`config.mk`:
```
export PLATFORM = sky130hd
export DESIGN_NAME = gp_chain_serial_flat
export DESIGN_NICKNAME = d
export VERILOG_FILES = /design/src/rtl/gp_chain_serial_pkg.sv /design/src/rtl/gp_chain_serial_if.sv /design/src/rtl/gp_chain_cell.sv /design/src/rtl/gp_chain_serial.sv /design/src/flat_wrapper.sv
export SDC_FILE = /design/constraint.sdc
export NUM_CORES = 1
export LEC_CHECK = 0
export ABC_AREA = 0
export BUFFER_PORTS_ARGS = -buffer_cell sky130_fd_sc_hd__buf_2
export CAP_MARGIN = 20
export CORE_UTILIZATION = 46
export CTS_CLUSTER_SIZE = 28
export DETAILED_ROUTE_END_ITERATION = 12
export PLACE_DENSITY = 0.83
export SYNTH_ARGS = -nofsm -noshare
export SYNTH_HDL_FRONTEND = slang
export SYNTH_SLANG_ARGS = --single-unit
```
`constraint.sdc`:
```
create_clock -name clk -period 1.28 [get_ports clk]
set_input_delay 0.192 -clock clk [delete_from_list [all_inputs] [get_ports clk]]
set_output_delay 0.192 -clock clk [all_outputs]
set_load 0.01 [all_outputs]
```
`src/rtl/gp_chain_serial_pkg.sv`:
```
// Shared types and helpers for the bit-serial generate/propagate chain.
// Optional statistics counter is enabled with GP_CHAIN_STATS_EN.
package gp_chain_pkg;

    typedef enum logic [1:0] {
        IDLE = 2'd0,
        RUN  = 2'd1,
        DONE = 2'd2
    } state_t;

    localparam int STAT_W = 16;

    // One carry-chain stage: generate, or propagate the incoming carry.
    function automatic logic gp_step(input logic g, input logic p, input logic c);
        return g | (p & c);
    endfunction

endpackage

```
`src/rtl/gp_chain_serial_if.sv`:
```
// Request/response handshake bundle between the g/p formation stage, the chain and the tap consumers.
// stat_count is only present when GP_CHAIN_STATS_EN is defined.
interface gp_chain_serial_if
    import gp_chain_pkg::*;
#(
    parameter int STAGES = 5
);
    logic              in_valid;
    logic              in_ready;
    logic              seed;
    logic [STAGES-1:0] g;
    logic [STAGES-1:0] p;
    logic              out_valid;
    logic              out_ready;
    logic [STAGES-1:0] taps;
    logic              carry_out;
`ifdef GP_CHAIN_STATS_EN
    logic [STAT_W-1:0] stat_count;

    modport master (
        output in_valid, seed, g, p, out_ready,
        input  in_ready, out_valid, taps, carry_out, stat_count
    );
    modport slave (
        input  in_valid, seed, g, p, out_ready,
        output in_ready, out_valid, taps, carry_out, stat_count
    );
`else
    modport master (
        output in_valid, seed, g, p, out_ready,
        input  in_ready, out_valid, taps, carry_out
    );
    modport slave (
        input  in_valid, seed, g, p, out_ready,
        output in_ready, out_valid, taps, carry_out
    );
`endif
endinterface

```
`src/rtl/gp_chain_cell.sv`:
```
// Single registered chain stage: holds the running carry and flags when a tap should be written.
module gp_chain_cell
    import gp_chain_pkg::*;
(
    input  logic clk,
    input  logic rst_n,
    input  logic load,
    input  logic seed,
    input  logic step_en,
    input  logic g_bit,
    input  logic p_bit,
    output logic c_next,
    output logic tap_we
);
    logic acc;

    assign c_next = gp_step(g_bit, p_bit, acc);
    assign tap_we = step_en;

    // Accumulator starts at the seed and then walks the chain one stage per step.
    always_ff @(posedge clk) begin
        if (!rst_n) begin
            acc <= 1'b0;
        end else if (load) begin
            acc <= seed;
        end else if (step_en) begin
            acc <= c_next;
        end
    end

endmodule

```
`src/rtl/gp_chain_serial.sv`:
```
// Bit-serial generate/propagate carry chain evaluator, one stage per cycle.
// Define GP_CHAIN_STATS_EN to add the saturating completed-transaction counter.
module gp_chain_serial
    import gp_chain_pkg::*;
#(
    parameter int STAGES = 5
) (
    input  logic              clk,
    input  logic              rst_n,
    gp_chain_serial_if.slave  bus
);
    localparam int IDX_W = (STAGES > 1) ? $clog2(STAGES) : 1;
    localparam logic [IDX_W-1:0] LAST = IDX_W'(STAGES - 1);

    state_t            state_q, state_d;
    logic [IDX_W-1:0]  idx_q;
    logic [STAGES-1:0] g_r, p_r, taps_q;
    logic              accept, step, c_next, tap_we;

    always_ff @(posedge clk) begin
        if (!rst_n) begin
            state_q <= IDLE;
        end else begin
            state_q <= state_d;
        end
    end

    always_comb begin
        state_d = state_q;
        accept  = 1'b0;
        step    = 1'b0;
        case (state_q)
            IDLE: begin
                if (bus.in_valid) begin
                    accept  = 1'b1;
                    state_d = RUN;
                end
            end
            RUN: begin
                step = 1'b1;
                if (idx_q == LAST) begin
                    state_d = DONE;
                end
            end
            DONE: begin
                if (bus.out_ready) begin
                    state_d = IDLE;
                end
            end
            default: state_d = IDLE;
        endcase
    end

    gp_chain_cell u_cell (
        .clk     (clk),
        .rst_n   (rst_n),
        .load    (accept),
        .seed    (bus.seed),
        .step_en (step),
        .g_bit   (g_r[idx_q]),
        .p_bit   (p_r[idx_q]),
        .c_next  (c_next),
        .tap_we  (tap_we)
    );

    // Operands are captured once so upstream may change g/p freely during the walk; idx holds at LAST.
    always_ff @(posedge clk) begin
        if (!rst_n) begin
            idx_q  <= '0;
            g_r    <= '0;
            p_r    <= '0;
            taps_q <= '0;
        end else if (accept) begin
            idx_q  <= '0;
            g_r    <= bus.g;
            p_r    <= bus.p;
            taps_q <= '0;
        end else if (tap_we) begin
            taps_q[idx_q] <= c_next;
            if (idx_q != LAST) begin
                idx_q <= idx_q + 1'b1;
            end
        end
    end

    assign bus.in_ready  = (state_q == IDLE);
    assign bus.out_valid = (state_q == DONE);
    assign bus.taps      = taps_q;
    assign bus.carry_out = taps_q[STAGES-1];

`ifdef GP_CHAIN_STATS_EN
    logic [STAT_W-1:0] stat_q;

    always_ff @(posedge clk) begin
        if (!rst_n) begin
            stat_q <= '0;
        end else if ((state_q == DONE) && bus.out_ready && (stat_q != {STAT_W{1'b1}})) begin
            stat_q <= stat_q + 1'b1;
        end
    end

    assign bus.stat_count = stat_q;
`endif

endmodule

```
`src/flat_wrapper.sv`:
```
// flat-port wrapper written by rule: the top's interface ports become plain ports
module gp_chain_serial_flat import gp_chain_pkg::*;
#(
    parameter int STAGES = 5
)
  (clk, rst_n, bus_in_valid, bus_seed, bus_g, bus_p, bus_out_ready, bus_in_ready, bus_out_valid, bus_taps, bus_carry_out);
  gp_chain_serial_if #(.STAGES(STAGES)) bus_i ();
  input  logic clk;
  input  logic rst_n;
  input wire logic [$bits(bus_i.in_valid)-1:0] bus_in_valid;
  input wire logic [$bits(bus_i.seed)-1:0] bus_seed;
  input wire logic [$bits(bus_i.g)-1:0] bus_g;
  input wire logic [$bits(bus_i.p)-1:0] bus_p;
  input wire logic [$bits(bus_i.out_ready)-1:0] bus_out_ready;
  output wire logic [$bits(bus_i.in_ready)-1:0] bus_in_ready;
  output wire logic [$bits(bus_i.out_valid)-1:0] bus_out_valid;
  output wire logic [$bits(bus_i.taps)-1:0] bus_taps;
  output wire logic [$bits(bus_i.carry_out)-1:0] bus_carry_out;
  assign bus_i.in_valid = bus_in_valid;
  assign bus_i.seed = bus_seed;
  assign bus_i.g = bus_g;
  assign bus_i.p = bus_p;
  assign bus_i.out_ready = bus_out_ready;
  assign bus_in_ready = bus_i.in_ready;
  assign bus_out_valid = bus_i.out_valid;
  assign bus_taps = bus_i.taps;
  assign bus_carry_out = bus_i.carry_out;
  gp_chain_serial #(.STAGES(STAGES)) u_core (.clk(clk), .rst_n(rst_n), .bus(bus_i));
endmodule
```
==> flow_summary.ini <==
[timing]
worst_slack_ns = -0.178
finalClockSkew_ns = 0.00157
period_share_pct = 114
slew_headroom_pct = 80.7
rsz0062_at_grt = yes
hold_viol = 0
period_needed_ns = 1.46
fin_setup_tns_ns = -1.02
slew_viol_final = 0
worstMarginPinSlew_ns = 0.288
fin_hold_ws_ns = 0.127
setup_viol = 8
fmax_ghz = 0.686

[die]
initial_core_util_pct = 49.8
io_pins = 23
die_area_um2 = 2340
die_x_um = 48.3
fp.dieH_um = 48.3
rows = 16
fp.coreArea_um2 = 1980

[place]
dpl.hpwl_mm = 1.59
io_buffers = 22
place_area_um2 = 1210
globalplace.congestion = 0.814
place_ws_ns = -0.175

[synth]
synth.top_cell.area_share_pct = 42.6
synth_fa_ha_area_share_pct = 2.53
synth_flop_cell = dfxtp_1
yosys.area_share.simple_pct = 19.3
synth.area.top_cells = dfxtp_1, nand2_1, a21boi_0
syn-num-nets = 131
synthArstFlopShare_pct = 0
synth_compound_area_share_pct = 24.6
yosys.cell_types.count = 28
yosysSeqAreaShare_pct = 42.6
synth_top_family_by_area = compound AO/OA/AOI/OAI gates
synth_warnings = 0
syn_area_um2 = 987
yosys_register_bits = 21
avgSynthCellArea_um2 = 8.66
synth_cells = 114
synth.area.mux_share_pct = 4.06
yosys.area.top_type = dfxtp_1
synth_edf_count = 0
yosysMostFrequentCell = nand2_1
synthXorXnorAreaFrac_pct = 0.887
synthTopCellsByCount = nand2_1, dfxtp_1, a21boi_0

[critical_path]
startpoint_type = flop
r2r-end = u_core.bus.taps[1]
critPathMaxStageDelay_ns = 0.40
cp.required_ns = 1.50
r2r-start = u_core.idx_q[0]
crit_path_end_kind = flop
crit_chain = mux2i_4 -> a2111oi_4 -> a211oi_2 -> buf_4 -> a211oi_2
cp_data_arrival_time_ns = 1.68
path_max_fanout = 7
crit_top_cell = a211oi_2
slowest_stage = dfxtp_4
r2r_slack_ns = -0.18
crit_type = reg -> reg
rr_worst_depth = 5

[clocking]
root_buffer = clkbuf_4
holdBufCountCts = 0
tritoncts = done
numCtsBuffers = 3
clk_latency_ns = 0.30
cts.clk_slew.worst_paths_ns = 0.11
clock_path_buffers = 2
htreeDepth = 1
cts_sinks = 21

[status]
status = finished with violations
violations = negative setup slack

[grt]
antenna_found_initial = 0
track_usage_pct = 19.9
top_usage_layer = met2
first_global_vias = 884
grt.met1_usage_pct = 23.6
met3_usage_pct = 2.83
gr-usage-met2_pct = 37.1
gr-total-overflow = 0
grt_max_degree = 16
grt_pass1_wl_mm = 3.66

[power_and_ir_drop]
vdd_drop_max_v = 0.000761
p_per_area_nw_per_um2 = 946
power_uw = 1290
leakage_uw = 0.000540

[route]
drtAntennaViolNets = 0
drt-wirelength-per-cell_um = 13.8
drc = 0
via_per_inst = 5.36
dr.pass1.iters = 4
vias = 944
dr.first_iter.drc_count = 24
routed_wl_mm = 2.43

[finish]
layout.nets = 167
fin_area_um2 = 1370
num_antenna_cells = 0
syn_to_final_growth_pct = 38.4
drive_gt1_share_pct = 44.3

[min_path]
hold_end = u_core.g_r[2]
min_path_type = in -> reg
min_from = bus_g[2]
hold_depth = 3

[run]
max-cap-violations = 0
-- how the worst max path moves through the flow --
stage | startpoint | endpoint | slack (ns) | cells after the start
finish | u_core.idx_q[0] | u_core.bus.taps[1] | -0.18 | 5
global route | u_core.idx_q[0] | u_core.bus.taps[1] | -0.24 | 5
CTS | u_core.idx_q[0] | u_core.bus.taps[3] | -0.15 | 5
detailed placement | u_core.idx_q[0] | u_core.bus.taps[4] | -0.18 | 5
global placement | u_core.idx_q[2] | u_core.u_cell.acc | -0.13 | 5
floorplan | u_core.idx_q[0] | u_core.bus.taps[0] | -0.09 | 5
-- report_power, final --
group,internal [µW],switching [µW],total [µW]
sequential,682,25.8,708
combinational,130,135,266
clock,121,196,318
total,934,358,1290
-- area by class of cell --
| cell class | count | area (µm²) |
|---|---|---|
| clock buffer | 4 | 26.3 |
| fill | 161 | 616 |
| inverter | 5 | 21.3 |
| multi-input combinational | 81 | 604 |
| sequential | 21 | 434 |
| tap | 27 | 33.8 |
| timing repair buffer | 38 | 246 |
-- flip-flops by register name (all words and copies together) (netlist names) --
name               cells
u_core.idx_q           3
u_core.state_q         2
u_core.bus.taps        5
u_core.p_r             5
u_core.u_cell.acc      1
u_core.g_r             5
-- metal layers --
metal	vias up	routed length, µm
met1	452	1050
met2	26	1290
met3	0	94
met4	0	0
li1	466	-
met5	-	0
-- critical path: cells and delay by family (launching register included) --
| family | cells | cell delay (ns) |
|---|---|---|
| muxes | 1 | 0.19 |
| AOI/OAI and AO/OA | 3 | 0.61 |
| DFF | 1 | 0.40 |
| buffers and inverters | 1 | 0.17 |
-- what timing repair did --
item	in CTS	in global routing
resized for setup	9	22
pin swaps	3	1
setup buffers	2	1
endpoints found under the setup margin	9	17
-- cells by family (layout without fill, tap and decap cells) --
group	Yosys count	in the layout
adders and majority gates	2	2
and+or+nand+nor	43	43
AOI/OAI and AO/OA	31	31
muxes	4	4
buffers and inverters	12	47
DFF	21	21
xor gates and xnor gates	1	1
-- cells in the final DEF (no fill, tap or decap), drive strengths merged --
| cell | n |
|---|---|
| nor2 | 5 |
| or2b | 1 |
| nor2b | 3 |
| buf | 38 |
| a2111oi | 1 |
| nand3b | 1 |
| a32oi | 1 |
| o211ai | 1 |
| ha | 2 |
| nand2 | 26 |
| a21boi | 11 |
| inv | 5 |
| dfxtp | 21 |
| and2 | 1 |
| mux2i | 4 |
| a311oi | 3 |
| a31oi | 3 |
| o221ai | 1 |
| o21ai | 2 |
| nor3 | 3 |
| clkbuf | 4 |
| nand3 | 2 |
| xnor2 | 1 |
| a211oi | 3 |
| or3b | 1 |
| a21oi | 5 |
-- stage by stage --
step | std cells | util (%)
global placement | 169 | 61.2
finish | 176 | 68.9
global route | 176 | 68.9
detailed placement | 169 | 61.2
CTS | 175 | 64.8
floorplan | 114 | -
No activity file was read; power rests on OpenSTA's default activity.
